--- src/rtl/fetch_unit.sv ---
// fetch_unit: instruction-fetch stage. Owns the PC and issues one request at a
// time to a variable-latency instruction memory. Each fetched word is held in an
// output register and handed to decode under a valid/ready handshake.
// Redirects from execute replace the PC, and stale responses are discarded.
// Fetch stops for good after the HALT_OPC word has been accepted by decode.
//
// Handshakes:
//   imem side:  imem_req is a one-cycle strobe per request, and at most one
//               request is outstanding. imem_rvalid is accepted only in WAIT or
//               DROP and is ignored in every other state.
//   decode side: a word transfers on a cycle where if_valid & id_ready is high
//               and no redirect is present. if_instr and if_pc stay stable while
//               if_valid=1 and id_ready=0.
//
// Optional feature: define FETCH_PERF_CNT_EN to add the fetch_cnt and stall_cnt
// performance counters.
// fsm_state exposes the internal FSM state for debug.
module fetch_unit #(
  parameter int              DATA_W   = 16,
  parameter int              ADDR_W   = 16,
  parameter logic [ADDR_W-1:0] RESET_PC = '0,
  parameter int              PC_STEP  = 2,
  parameter int              OPC_MSB  = 15,
  parameter logic [3:0]      HALT_OPC = 4'hF
) (
  input  logic              clk,
  input  logic              rst,
  output logic              imem_req,
  output logic [ADDR_W-1:0] imem_addr,
  input  logic              imem_rvalid,
  input  logic [DATA_W-1:0] imem_rdata,
  output logic              if_valid,
  input  logic              id_ready,
  output logic [DATA_W-1:0] if_instr,
  output logic [ADDR_W-1:0] if_pc,
  output logic [ADDR_W-1:0] if_pc_inc,
  input  logic              redirect_valid,
  input  logic [ADDR_W-1:0] redirect_pc,
  output logic              hlt,
  output logic [ADDR_W-1:0] pc,
`ifdef FETCH_PERF_CNT_EN
  output logic [31:0]       fetch_cnt,
  output logic [31:0]       stall_cnt,
`endif
  output logic [2:0]        fsm_state
);

  localparam logic [2:0] S_FETCH = 3'd0;
  localparam logic [2:0] S_WAIT  = 3'd1;
  localparam logic [2:0] S_HOLD  = 3'd2;
  localparam logic [2:0] S_DROP  = 3'd3;
  localparam logic [2:0] S_HALT  = 3'd4;

  localparam logic [ADDR_W-1:0] STEP = ADDR_W'(PC_STEP);

  logic [2:0]        state;
  logic [2:0]        state_nxt;
  logic [ADDR_W-1:0] pc_nxt;
  logic              started;   // low until the first clock edge after reset
  logic              load_word; // capture the memory response into the output register
  logic              clr_valid; // the held word leaves the output register
  logic              handshake; // decode accepted the held word

  assign imem_req  = (state == S_FETCH) && started;
  assign imem_addr = pc;
  assign if_pc_inc = if_pc + STEP;
  assign fsm_state = state;

  // Next-state and next-PC decode; a redirect always wins over the other events
  always_comb begin
    state_nxt = state;
    pc_nxt    = pc;
    load_word = 1'b0;
    clr_valid = 1'b0;
    handshake = 1'b0;
    case (state)
      S_FETCH: begin
        if (started) begin
          if (redirect_valid) begin
            // The request is still issued this cycle, so its response must be dropped.
            pc_nxt    = redirect_pc;
            state_nxt = S_DROP;
          end else begin
            state_nxt = S_WAIT;
          end
        end
      end
      S_WAIT: begin
        if (redirect_valid) begin
          pc_nxt    = redirect_pc;
          state_nxt = imem_rvalid ? S_FETCH : S_DROP;
        end else if (imem_rvalid) begin
          load_word = 1'b1;
          state_nxt = S_HOLD;
        end
      end
      S_HOLD: begin
        if (redirect_valid) begin
          clr_valid = 1'b1;
          pc_nxt    = redirect_pc;
          state_nxt = S_FETCH;
        end else if (id_ready) begin
          clr_valid = 1'b1;
          handshake = 1'b1;
          pc_nxt    = pc + STEP;
          state_nxt = (if_instr[OPC_MSB -: 4] == HALT_OPC) ? S_HALT : S_FETCH;
        end
      end
      S_DROP: begin
        if (redirect_valid) pc_nxt = redirect_pc;
        if (imem_rvalid) state_nxt = S_FETCH;
      end
      S_HALT: begin
        state_nxt = S_HALT;
      end
      default: begin
        state_nxt = S_FETCH;
      end
    endcase
  end

  // FSM state, PC and the halt flag
  always_ff @(posedge clk or negedge rst) begin
    if (!rst) begin
      state   <= S_FETCH;
      pc      <= RESET_PC;
      started <= 1'b0;
      hlt     <= 1'b0;
    end else begin
      state   <= state_nxt;
      pc      <= pc_nxt;
      started <= 1'b1;
      hlt     <= (state_nxt == S_HALT);
    end
  end

  // Output register holding the fetched word for decode
  always_ff @(posedge clk or negedge rst) begin
    if (!rst) begin
      if_valid <= 1'b0;
      if_instr <= '0;
      if_pc    <= '0;
    end else begin
      if (load_word) begin
        if_valid <= 1'b1;
        if_instr <= imem_rdata;
        if_pc    <= pc;
      end else if (clr_valid) begin
        if_valid <= 1'b0;
      end
    end
  end

`ifdef FETCH_PERF_CNT_EN
  // Performance counters. Both freeze in HALT because neither event can occur there.
  // A word that is redirected away in HOLD is not counted as a fetch.
  always_ff @(posedge clk or negedge rst) begin
    if (!rst) begin
      fetch_cnt <= '0;
      stall_cnt <= '0;
    end else begin
      if (handshake) fetch_cnt <= fetch_cnt + 32'd1;
      if ((state == S_HOLD) && !id_ready) stall_cnt <= stall_cnt + 32'd1;
    end
  end
`endif

endmodule

--- config.mk ---
export PLATFORM = sky130hd
export DESIGN_NAME = fetch_unit
export DESIGN_NICKNAME = d
export VERILOG_FILES = /design/src/rtl/fetch_unit.sv
export SDC_FILE = /design/constraint.sdc
export NUM_CORES = 1
export LEC_CHECK = 0
export ABC_AREA = 1
export CORE_ASPECT_RATIO = 0.75
export CORE_MARGIN = 3
export CORE_UTILIZATION = 45
export CTS_BUF_LIST = sky130_fd_sc_hd__clkbuf_4 sky130_fd_sc_hd__clkbuf_8
export DETAILED_ROUTE_END_ITERATION = 16
export GPL_TIMING_DRIVEN = 0
export PLACE_DENSITY = 0.83
export SYNTH_ARGS = -nofsm -noshare
export SYNTH_HDL_FRONTEND = slang
export SYNTH_SLANG_ARGS = --single-unit
--- constraint.sdc ---
create_clock -name clk -period 3.4 [get_ports clk]
set_input_delay 0.51 -clock clk [delete_from_list [all_inputs] [get_ports clk]]
set_output_delay 0.51 -clock clk [all_outputs]
set_load 0.02 [all_outputs]
-- Word level (Yosys, flattened, before mapping)
Cells that the tools add are included.
- add/sub/neg operators: 2
- equal/unequal tests: 8
- muxes and demuxes: 23
- reduce and logical (&&, ||, !) cells: 6
- operators with widths (cell ; count):
    16-bit 2-to-1 mux ; 4
    16-bit one-hot mux with 3 select lines ; 1
    16-bit by 2-bit adder with 16-bit output (second input constant) ; 2
    3-bit 2-to-1 mux ; 7
    3-bit one-hot mux with 5 select lines ; 1
    1-bit 2-to-1 mux ; 8
    3-bit by 2-bit == test with 1-bit output (second input constant) ; 2
    3-bit == test (second input constant) ; 2
    4-bit == test (second input constant) ; 1
    2-bit 2-to-1 mux ; 2
    3-bit by 1-bit == test with 1-bit output (second input constant) ; 1
    3-bit logical NOT ; 1
    3-bit inequality test (second input constant) ; 1
    3-bit AND reduction ; 1
    3-bit nonzero test ; 1
    2-bit inequality test (second input constant) ; 1
    2-bit nonzero test ; 1
    2-bit OR reduction ; 1
    1-bit logical AND ; 1
- bits in registers: 54
- bits of input ports: 37
- logic and storage cells: 46

-- Longest topological paths before layout
- word-level depth: 6
- gate-level depth with buffers: 10

-- Worst setup path before layout
OpenSTA, ideal clock, no wires.
- path kind: register -> output
- start point: reg if_pc[1]
- end point: out if_pc_inc[15]
- arrival time: 1.619 ns
- data required time: 2.890 ns
- setup slack: 1.271 ns
- cell stages (with the launch flop): 8
- buffers on the path: 0
- path through: dfrtp_1 ha_1 nand2_1 nor2_1 nand3_1 inv_1 nand3_1 xnor2_1
- cells in the longest elaborated chain, start to end: 1
- RTL lines (what ; line ; RTL):
    start, declared ; 35 ; output logic [ADDR_W-1:0] if_pc,
    start signal, assigned ; 147 ; if_pc <= pc;
    16-bit by 2-bit adder with 16-bit output ; 66 ; assign if_pc_inc = if_pc + STEP;
    end, declared ; 36 ; output logic [ADDR_W-1:0] if_pc_inc,
Every way passes these cells.

-- Final worst setup path
- start point: reg if_pc[1]
- end point: out if_pc_inc[11]
Same word-level chain as after synthesis.

==> out/metrics.cfg <==
[outcome]
status = complete, no violations

[sta]
grt_setup_unrepaired = no
final.period_utilization = 0.8442
slew_violations = 0
finalWorstPathRequiredPeriod_ps = 2870
finalHoldViolations = 0
postLayoutSetupSlackWorst_ps = 529.6
fin_tns_setup_ps = 0
max_freq_mhz = 348.4
setup_viol = 0
fin_worst_skew_ps = 8.987
hold_ws_ps = 110.6

[pwr]
power.share.clock = 0.081
sw_frac_of_total = 0.4448
p_int_w = 0.002448
power_density_mw_per_mm2 = 970.7
peakVddDrop_v = 0.0004788
netSwitchingPower_w = 0.001962
power.sequential.fraction = 0.296
power_frac_comb = 0.623
total_leakage_power_nw = 2.152

[routing]
routed_via_density = 5.058
final_routed_wirelength_um = 8522
count_of_nets_left_with_antenna_violations_after_detail_routing = 0
dr.pass1.iters = 5
post_drt_wl_per_cell_um = 14.54
drt_iter0_drc = 161
post-route-drc-count = 0
dr_total_vias = 2964

[job]
maxCapViolCount = 0

[cts]
cts_htree_levels = 2
clock_path_buffers = 2
cts_made_buffers = 5
number_of_sinks_on_the_clock_net = 54
root_buffer = clkbuf_8
post-cts-setup-buffer-count = 0
hold_buffers = 0
cts_repair_resize_count = 0
clock_tree_from_tritoncts = yes
clock_insertion_delay_worst_skew_ps = 310
clkTransAtPathRegs_ps = 100

[synth]
post-synth-top-area-cell = dfrtp_1
unique_cell_type_count_in_the_yosys_netlist = 29
postSynthNetCount = 414
post_synth_instance_area_mm2 = 0.003123
ys_async_sr_fraction = 1.000
synth_cells = 375
synth_top_area_share = 0.4327
ys_dominant_reg_cell = dfrtp_1
yosys_register_bits = 54
synth_warnings = 0
fraction_of_the_yosys_area_taken_by_sequential_cells = 0.4327
yosys.cell_count.top_type = nand2_1
number_of_enable_flip_flop_cells_after_synthesis = 0
synth.cells.most_frequent = nand2_1, dfrtp_1, nor2_1
synth_area_per_cell_um2 = 8.328
post_synth_main_area_contributors = dfrtp_1, nand2_1, mux2_4

[grt]
first_global_vias = 2998
largest_net_degree_at_the_start_of_global_routing = 39
grt_use_total = 0.2215
grt_pass1_wl_um = 14130
number_of_antenna_violations_at_the_first_check_in_global_routing = 0
overflow = 0

[worst_hold_path]
min-delay-path-class = in2async

[setup_path]
critical_path.top_delay_family = simple AND/OR/NAND/NOR gates
setup.worst_path.class = reg2out
cpMaxStageDelayCell = clkdlybuf4s50_1
cp_max_fo = 5
crit_path_cell_trace = ha_1 > nand2_1 > nor2_1 > nand3_1 > nor2_1 > nand4_1 > nand2_1 > clkdlybuf4s50_1
timing.reg2reg.worst_path_depth = 8
crit_path_buf_inv_count = 1
critical_path_required_ps = 2890
worstPathArrival_ps = 2360
cp_slowest_stage_delay_ps = 600
path_depth = 8
cp-start-kind = flip-flop
critical_path.endpoint_type = primary output

[floorplanning]
floorplan.die.height_um = 78.15
num_io_pins = 123
die_x_um = 102.2
die_area_mm2 = 0.007986
initial_core_util = 0.4800
core_mm2 = 0.006506
row_count = 25

[cells_and_area]
final_layout_fill_cell_count = 513
layout-area-overhead-vs-synth_pct = 45.47
post_route_cells_drive_above_1_share = 0.1307
finalCoreUtilization = 0.6983
insertedDiodeCount = 0
stdcell_count = 586
nets = 544

[place]
detailed_place_hpwl_um = 6665
placement.io_buffers = 122
routabilityCongestion = 0.8572
place_inst = 579
placement.setup.worst_slack_ps = 859.5

## cell type report
class,count,area (um2),area share
Clock buffer,5,68.82,0.01515
Sequential cell,54,1351,0.2974
Inverter,38,145.1,0.03195
Timing Repair Buffer,123,1236,0.2721
Multi-Input combinational cell,255,1399,0.3079
Buffer,28,227.7,0.05012
Tap cell,81,101.3,0.02231
Clock inverter,2,13.76,0.003029
## final timing paths
check,start,end,slack (ps)
worst min register to register,if_instr[4],if_instr[4],520
worst max register to register,imem_addr[1],imem_addr[11],1740
min in group clk,if_instr[4],if_instr[4],520
worst max-delay path,if_pc[1],if_pc_inc[11],530
max in group asynchronous,rst,imem_addr[8],2750
worst min-delay path,rst,imem_addr[7],110
## registers in the layout, indices dropped and copies added (netlist names)
name and flops:
if_instr 16, if_pc 16, imem_addr 16, fsm_state 3, hlt 1, if_valid 1
started 1
## cells by family (layout without fill, tap and decap cells)
group | count (synthesis) | in the layout | synth area share
adders and majority gates | 2 | 2 | 0.008012
xor gates and xnor gates | 14 | 14 | 0.03926
and+or+nand+nor | 186 | 186 | 0.2532
other | 1 | 1 | 0.001201
DFF | 54 | 54 | 0.4327
buffers and inverters | 66 | 196 | 0.1194
AOI/OAI and AO/OA | 34 | 34 | 0.05970
muxes | 18 | 18 | 0.08654
## cells in the final DEF, fill, tap and decap left out
cell type	instances
dfrtp_1	54
inv_2	1
nor3_2	1
conb_1	1
inv_4	1
clkdlybuf4s50_1	121
clkinv_2	1
buf_12	1
clkbuf_8	5
o21ai_0	21
nand2_1	97
ha_1	2
buf_2	3
nor2_2	1
inv_1	36
nand3b_1	2
nand3_1	30
buf_4	18
o21ai_1	8
xor2_1	10
nor2_1	40
xnor2_1	4
o2111ai_1	1
inv_6	1
nand4_1	6
o211ai_1	2
nor3_1	3
buf_6	7
or2_2	1
clkbuf_1	1
nand2_2	4
o21ai_2	2
mux2_4	18
nor2_4	1
## power groups by stage
stage | clock [W] | combinational (W) | sequential, W
6_report | 0.000359 | 0.00275 | 0.00130
4_1_cts | 0.000362 | 0.00277 | 0.00130
2_1_floorplan | 0 | 0.00120 | 0.00158
3_5_place_dp | 0 | 0.00275 | 0.00131
3_3_place_gp | 0 | 0.00269 | 0.00129
5_1_grt | 0.000391 | 0.00294 | 0.00136
## metal layers
layer  vias to the layer above  share of wire  GRT usage  wire length, um
met4                         0          0.015    0.06946              125
li1                       1438              -          -                -
met2                       113           0.48     0.3534             4067
met5                         -              0          0                0
met3                        15          0.073    0.04707              618
met1                      1398           0.44     0.3012             3711
## stage by stage
step / area (um2) / total power, W
after global routing: 4543 / 0.004696
after CTS: 4543 / 0.004430
after detailed placement: 4461 / 0.004060
final: 4543 / 0.004410
after global placement: 4446 / 0.003987
after floorplan: 3123 / 0.002782
No activity file was read; power rests on OpenSTA's default activity.
==> variant 1: new RTL, same settings <==
Build with the macro `FETCH_PERF_CNT_EN` defined.
--- a/src/rtl/fetch_unit.sv
+++ b/src/rtl/fetch_unit.sv
@@ -15,6 +15,8 @@
 // Optional feature: define FETCH_PERF_CNT_EN to add the fetch_cnt and stall_cnt
 // performance counters.
 // fsm_state exposes the internal FSM state for debug.
+`define FETCH_PERF_CNT_EN
+
 module fetch_unit #(
   parameter int              DATA_W   = 16,
   parameter int              ADDR_W   = 16,
Behaviour (old outputs only; new: fetch_cnt and stall_cnt): unchanged (equiv_simple and equiv_induct, registers matched by name and starting in step).
==> variant 1 against the unedited design <==
- utilization is 5.5 points lower
- routed wire length is 130% higher
- total power is 54% higher
- synthesized area is 120% higher
- sequential cell count is 64 higher
- setup slack worse by 0.33 ns
- sequential power is 72% higher
- critical path depth stayed put
- design area is 110% higher
- critical path type unchanged
- largest power group unchanged
==> variant 1: results (changes against the unedited design) <==
<table>
<tr><th>Metric</th><th>Value</th></tr>
<tr><th colspan="2">CTS</th></tr>
<tr><td>TritonCTS buffer count</td><td>17 (+12)</td></tr>
<tr><td>Clock transition at the register clock pins on the worst setup and hold paths after CTS</td><td>0.07 ns (-0.03 ns)</td></tr>
<tr><th colspan="2">Global routing</th></tr>
<tr><td>M2 GR Usage</td><td>0.3731 (+0.01962)</td></tr>
<tr><td>Pin count of the biggest net entering global routing</td><td>65 (+67%)</td></tr>
<tr><td>Vias in the first global route</td><td>6,411 (+110%)</td></tr>
<tr><th colspan="2">Layout</th></tr>
<tr><td>Area taken by flip-flops and latches</td><td>2953 um2 (+120%)</td></tr>
<tr><td>Share of post-route cells with drive strength above 1</td><td>0.09760 (-0.03309)</td></tr>
<tr><td>Sequential cell count</td><td>118 (+120%)</td></tr>
<tr><td>Number of non-clock buffers in the layout</td><td>215 (+42%)</td></tr>
<tr><td>ClkCell Share</td><td>0.04927 (+0.03109)</td></tr>
<tr><th colspan="2">Drt</th></tr>
<tr><td>Wire length on met2</td><td>9011 um (+120%)</td></tr>
<tr><td>Sum of routed wire length over all layers</td><td>19,720 um (+130%)</td></tr>
<tr><td>Detailed route wirelength on metal3</td><td>1651 um (+170%)</td></tr>
<tr><td>Length of the first detailed-routing pass in iterations</td><td>6 (+1)</td></tr>
<tr><th colspan="2">Place</th></tr>
<tr><td>Number of placed cells counting well taps</td><td>1,295 (+120%)</td></tr>
<tr><td>Half-perimeter wire length of the detailed placement result</td><td>15,020 um (+130%)</td></tr>
<tr><th colspan="2">Pwr</th></tr>
<tr><td>Cell-internal power</td><td>4.138 mW (+69%)</td></tr>
<tr><td>Worst-case vdd ir drop</td><td>0.4821 mV (+0.69%)</td></tr>
<tr><td>Comb power frac</td><td>0.451 (-0.172)</td></tr>
<tr><th colspan="2">Logic synthesis</th></tr>
<tr><td>Cell count after synthesis</td><td>908 (+140%)</td></tr>
<tr><td>Post-synthesis cell type count</td><td>33 (+14%)</td></tr>
<tr><td>Leading post-synthesis cells by instance count</td><td>sky130_fd_sc_hd__nand2_1, sky130_fd_sc_hd__dfrtp_1, sky130_fd_sc_hd__nor2_1, sky130_fd_sc_hd__inv_1, sky130_fd_sc_hd__nand3_1</td></tr>
<tr><th colspan="2">Setup path</th></tr>
<tr><td>Worst-case register-to-register setup slack</td><td>1.65 ns (-0.09 ns)</td></tr>
<tr><td>Worst R2R End</td><td>imem_addr[6]$_DFFE_PN0P_</td></tr>
<tr><td>Worst endpoint data arrival time</td><td>2.69 ns (+0.33 ns)</td></tr>
<tr><th colspan="2">STA</th></tr>
<tr><td>Hold_ws</td><td>0.03568 ns (-0.07494 ns)</td></tr>
<tr><td>Clock Skew</td><td>0.01169 ns (+0.002704 ns)</td></tr>
<tr><th colspan="2">Run status</th></tr>
<tr><td>Outcome</td><td>completed</td></tr>
<tr><th colspan="2">Die</th></tr>
<tr><td># rows</td><td>38 (+52%)</td></tr>
</table>
-- variant 1: changes by cell type after synthesis, sizes merged, moves of 5 or more --
cell    unedited run  this run
nand2            101       302
nor2              42       126
inv               38       105
dfrtp             54       118
nand3             30        66
nand4              6        30
xor2              10        25
xnor2              4        17
a21oi              0         9
nand3b             2         7
nor3               4         9
-- variant 1: how the worst max path moves through the flow --
| stage | start | to | slack (ns) | cells past startpoint |
|---|---|---|---|---|
| final | if_pc[1]$_DFFE_PN0P_ | if_pc_inc[15] | 0.20 | 8 |
| after global routing | if_pc[1]$_DFFE_PN0P_ | if_pc_inc[15] | 0.02 | 8 |
| after CTS | if_pc[1]$_DFFE_PN0P_ | if_pc_inc[15] | 0.19 | 8 |
| after detailed placement | if_pc[1]$_DFFE_PN0P_ | if_pc_inc[15] | 0.66 | 8 |
| after global placement | rst | imem_addr[12]$_DFFE_PN0P_ | -2.91 | 1 |
| after floorplan | if_pc[1]$_DFFE_PN0P_ | if_pc_inc[15] | 1.19 | 7 |
==> variant 2: new RTL, config.mk and constraints unchanged <==
Without the edit above. Change the parameter `ADDR_W` from 16 to 17.
--- a/src/rtl/fetch_unit.sv
+++ b/src/rtl/fetch_unit.sv
@@ -17,7 +17,7 @@
 // fsm_state exposes the internal FSM state for debug.
 module fetch_unit #(
   parameter int              DATA_W   = 16,
-  parameter int              ADDR_W   = 16,
+  parameter int              ADDR_W   = 17,
   parameter logic [ADDR_W-1:0] RESET_PC = '0,
   parameter int              PC_STEP  = 2,
   parameter int              OPC_MSB  = 15,
Interface: changed (5 resized); port bits go from 123 to 128. The function was not compared with the original's and may differ.
==> variant 2 against the unedited design <==
- total power increased by 7.0%
- routed wire length increased by 5.0%
- sequential power increased by 6%
- design area increased by 4.8%
- setup slack improved by 0.034 ns
- global-route usage decreased by 0.19 points
- via count increased by 3.6%
- maximum frequency increased by 1.2%
- sequential cell count increased by 2
- synthesized area increased by 3.4%
==> variant 2: results (changes against the unedited design) <==
<table>
<tr><th>Metric</th><th>Value</th></tr>
<tr><th colspan="2">Run status</th></tr>
<tr><td>Outcome</td><td>completed</td></tr>
<tr><th colspan="2">Pwr</th></tr>
<tr><td>Cell-internal power</td><td>2.635 mW (+7.6%)</td></tr>
<tr><td>P_leak</td><td>2.239 nW (+4.0%)</td></tr>
<tr><td>Worst-case vdd ir drop</td><td>0.4877 mV (+1.9%)</td></tr>
<tr><th colspan="2">Drt</th></tr>
<tr><td>Sum of routed wire length over all layers</td><td>8945 um (+5.0%)</td></tr>
<tr><td>Number of DRC violations after detailed-routing iteration 0</td><td>194 (+20%)</td></tr>
<tr><td>Drc violations</td><td>0 (unchanged)</td></tr>
<tr><th colspan="2">Logic synthesis</th></tr>
<tr><td>Number of nets in the synthesized netlist</td><td>432 (+4.3%)</td></tr>
<tr><td>Cell types occupying the most area after synthesis</td><td>sky130_fd_sc_hd__dfrtp_1, sky130_fd_sc_hd__nand2_1, sky130_fd_sc_hd__mux2_4</td></tr>
<tr><td>Leading post-synthesis cells by instance count</td><td>sky130_fd_sc_hd__nand2_1, sky130_fd_sc_hd__dfrtp_1, sky130_fd_sc_hd__nor2_1, sky130_fd_sc_hd__inv_1, sky130_fd_sc_hd__nand3_1</td></tr>
<tr><td>Sequential share of the synthesized area</td><td>0.4341 (+0.001416)</td></tr>
<tr><th colspan="2">Place</th></tr>
<tr><td>Routability cong.</td><td>0.8890 (+3.7%)</td></tr>
<tr><td>Placed cell area</td><td>4644 um2 (+4.1%)</td></tr>
<tr><td>Count of input and output buffers</td><td>127 (+4.1%)</td></tr>
<tr><td>Half-perimeter wire length of the detailed placement result</td><td>7098 um (+6.5%)</td></tr>
<tr><th colspan="2">STA</th></tr>
<tr><td>Hold_ws</td><td>0.2878 ns (+0.1772 ns)</td></tr>
<tr><td>Clock Skew</td><td>0.005665 ns (-0.003322 ns)</td></tr>
<tr><th colspan="2">Setup path</th></tr>
<tr><td>Worst endpoint data arrival time</td><td>2.33 ns (-0.03 ns)</td></tr>
<tr><td>Logic depth of the worst register-to-register path</td><td>5 (-3)</td></tr>
<tr><td>RR Startpoint</td><td>fsm_state[0]$_DFF_PN0_</td></tr>
<tr><td>Worst R2R End</td><td>fsm_state[1]$_DFF_PN0_</td></tr>
<tr><td>Worst-case register-to-register setup slack</td><td>1.83 ns (+0.09 ns)</td></tr>
<tr><th colspan="2">Layout</th></tr>
<tr><td>Share of post-route cells with drive strength above 1</td><td>0.1231 (-0.007587)</td></tr>
<tr><td>Fill cells</td><td>560 (+9.2%)</td></tr>
<tr><th colspan="2">CTS</th></tr>
<tr><td>Worst-skew pair later-pin latency</td><td>0.31 ns (about the same)</td></tr>
<tr><td>Resized Gates After CTS</td><td>0 (unchanged)</td></tr>
<tr><th colspan="2">Global routing</th></tr>
<tr><td>Total Routing Usage GR</td><td>0.2197 (-0.001884)</td></tr>
<tr><td>First-pass GRT wire length</td><td>14,570 um (+3.1%)</td></tr>
<tr><td>Pin count of the biggest net entering global routing</td><td>36 (-7.7%)</td></tr>
</table>
-- variant 2: layout make-up --
type                       instances  area (um2)  share of cell area
multi-input combinational        270        1465              0.3078
sequential                        56        1401              0.2944
timing repair buffer             128        1294              0.2718
buffer                            29       222.7             0.04679
inverter                          37       138.9             0.02918
tap                               98       122.6             0.02576
clock buffer                       6       76.32             0.01604
clock inverter                     2       38.79            0.008149
-- variant 2: stage by stage --
| step | power (mW) | setup slack [ns] | instances | util |
|---|---|---|---|---|
| 4_1_cts | 4.739 | 0.5420 | 626 | 0.6901 |
| 5_1_grt | 4.994 | 0.3749 | 626 | 0.6901 |
| 2_1_floorplan | 2.908 | 1.308 | 392 | - |
| 3_5_place_dp | 4.272 | 0.9043 | 618 | 0.6734 |
| 6_report | 4.717 | 0.5636 | 626 | 0.6901 |
| 3_3_place_gp | 4.197 | 0.08388 | 617 | 0.6702 |
-- variant 2: worst max-delay path by stage --
stage	startpoint	endpoint	cells past startpoint
after floorplan	if_pc[2]$_DFFE_PN0P_	if_pc_inc[13]	5
after global placement	rst	if_pc[13]$_DFFE_PN0P_	1
after detailed placement	if_pc[2]$_DFFE_PN0P_	if_pc_inc[13]	6
after CTS	if_pc[2]$_DFFE_PN0P_	if_pc_inc[13]	6
after global routing	if_pc[2]$_DFFE_PN0P_	if_pc_inc[13]	6
final	if_pc[3]$_DFFE_PN0P_	if_pc_inc[14]	7
-- variant 2: power groups by stage --
stage                     logic, mW  clock network, mW  registers [mW]
final                          2.88              0.452            1.38
after global routing           3.06              0.488            1.44
after CTS                      2.90              0.464            1.38
after detailed placement       2.89                  0            1.38
after global placement         2.83                  0            1.37
after floorplan                1.24                  0            1.67
-- variant 2: worst register-to-register path, delay by kind of cell, from the launching register on --
kind / cells / cell delay, ns
flip-flops: 1 / 0.44
buffers and inverters: 2 / 0.59
AND/OR/NAND/NOR: 2 / 0.22
AO/OA/AOI/OAI: 1 / 0.19
-- variant 2: cells by family (layout without fill, tap and decap cells) --
kind of cell,after synthesis,in the layout,share of synthesized area
buf+inv,66,202,0.1120
xor+xnor,18,18,0.04884
simple gates,197,197,0.2609
other cells,1,1,0.001162
fa+ha+maj,2,2,0.007751
compound gates,35,35,0.05737
mux,17,17,0.07791
flops,56,56,0.4341
-- variant 2: metal layers --
metal | wire length, um | share of wire | global-route usage | vias up
met3 | 536 | 0.060 | 0.03899 | 16
met2 | 4174 | 0.47 | 0.3593 | 110
li1 | - | - | - | 1503
met5 | 0 | 0 | 0 | -
met4 | 158 | 0.018 | 0.07304 | 0
met1 | 4075 | 0.46 | 0.2977 | 1442
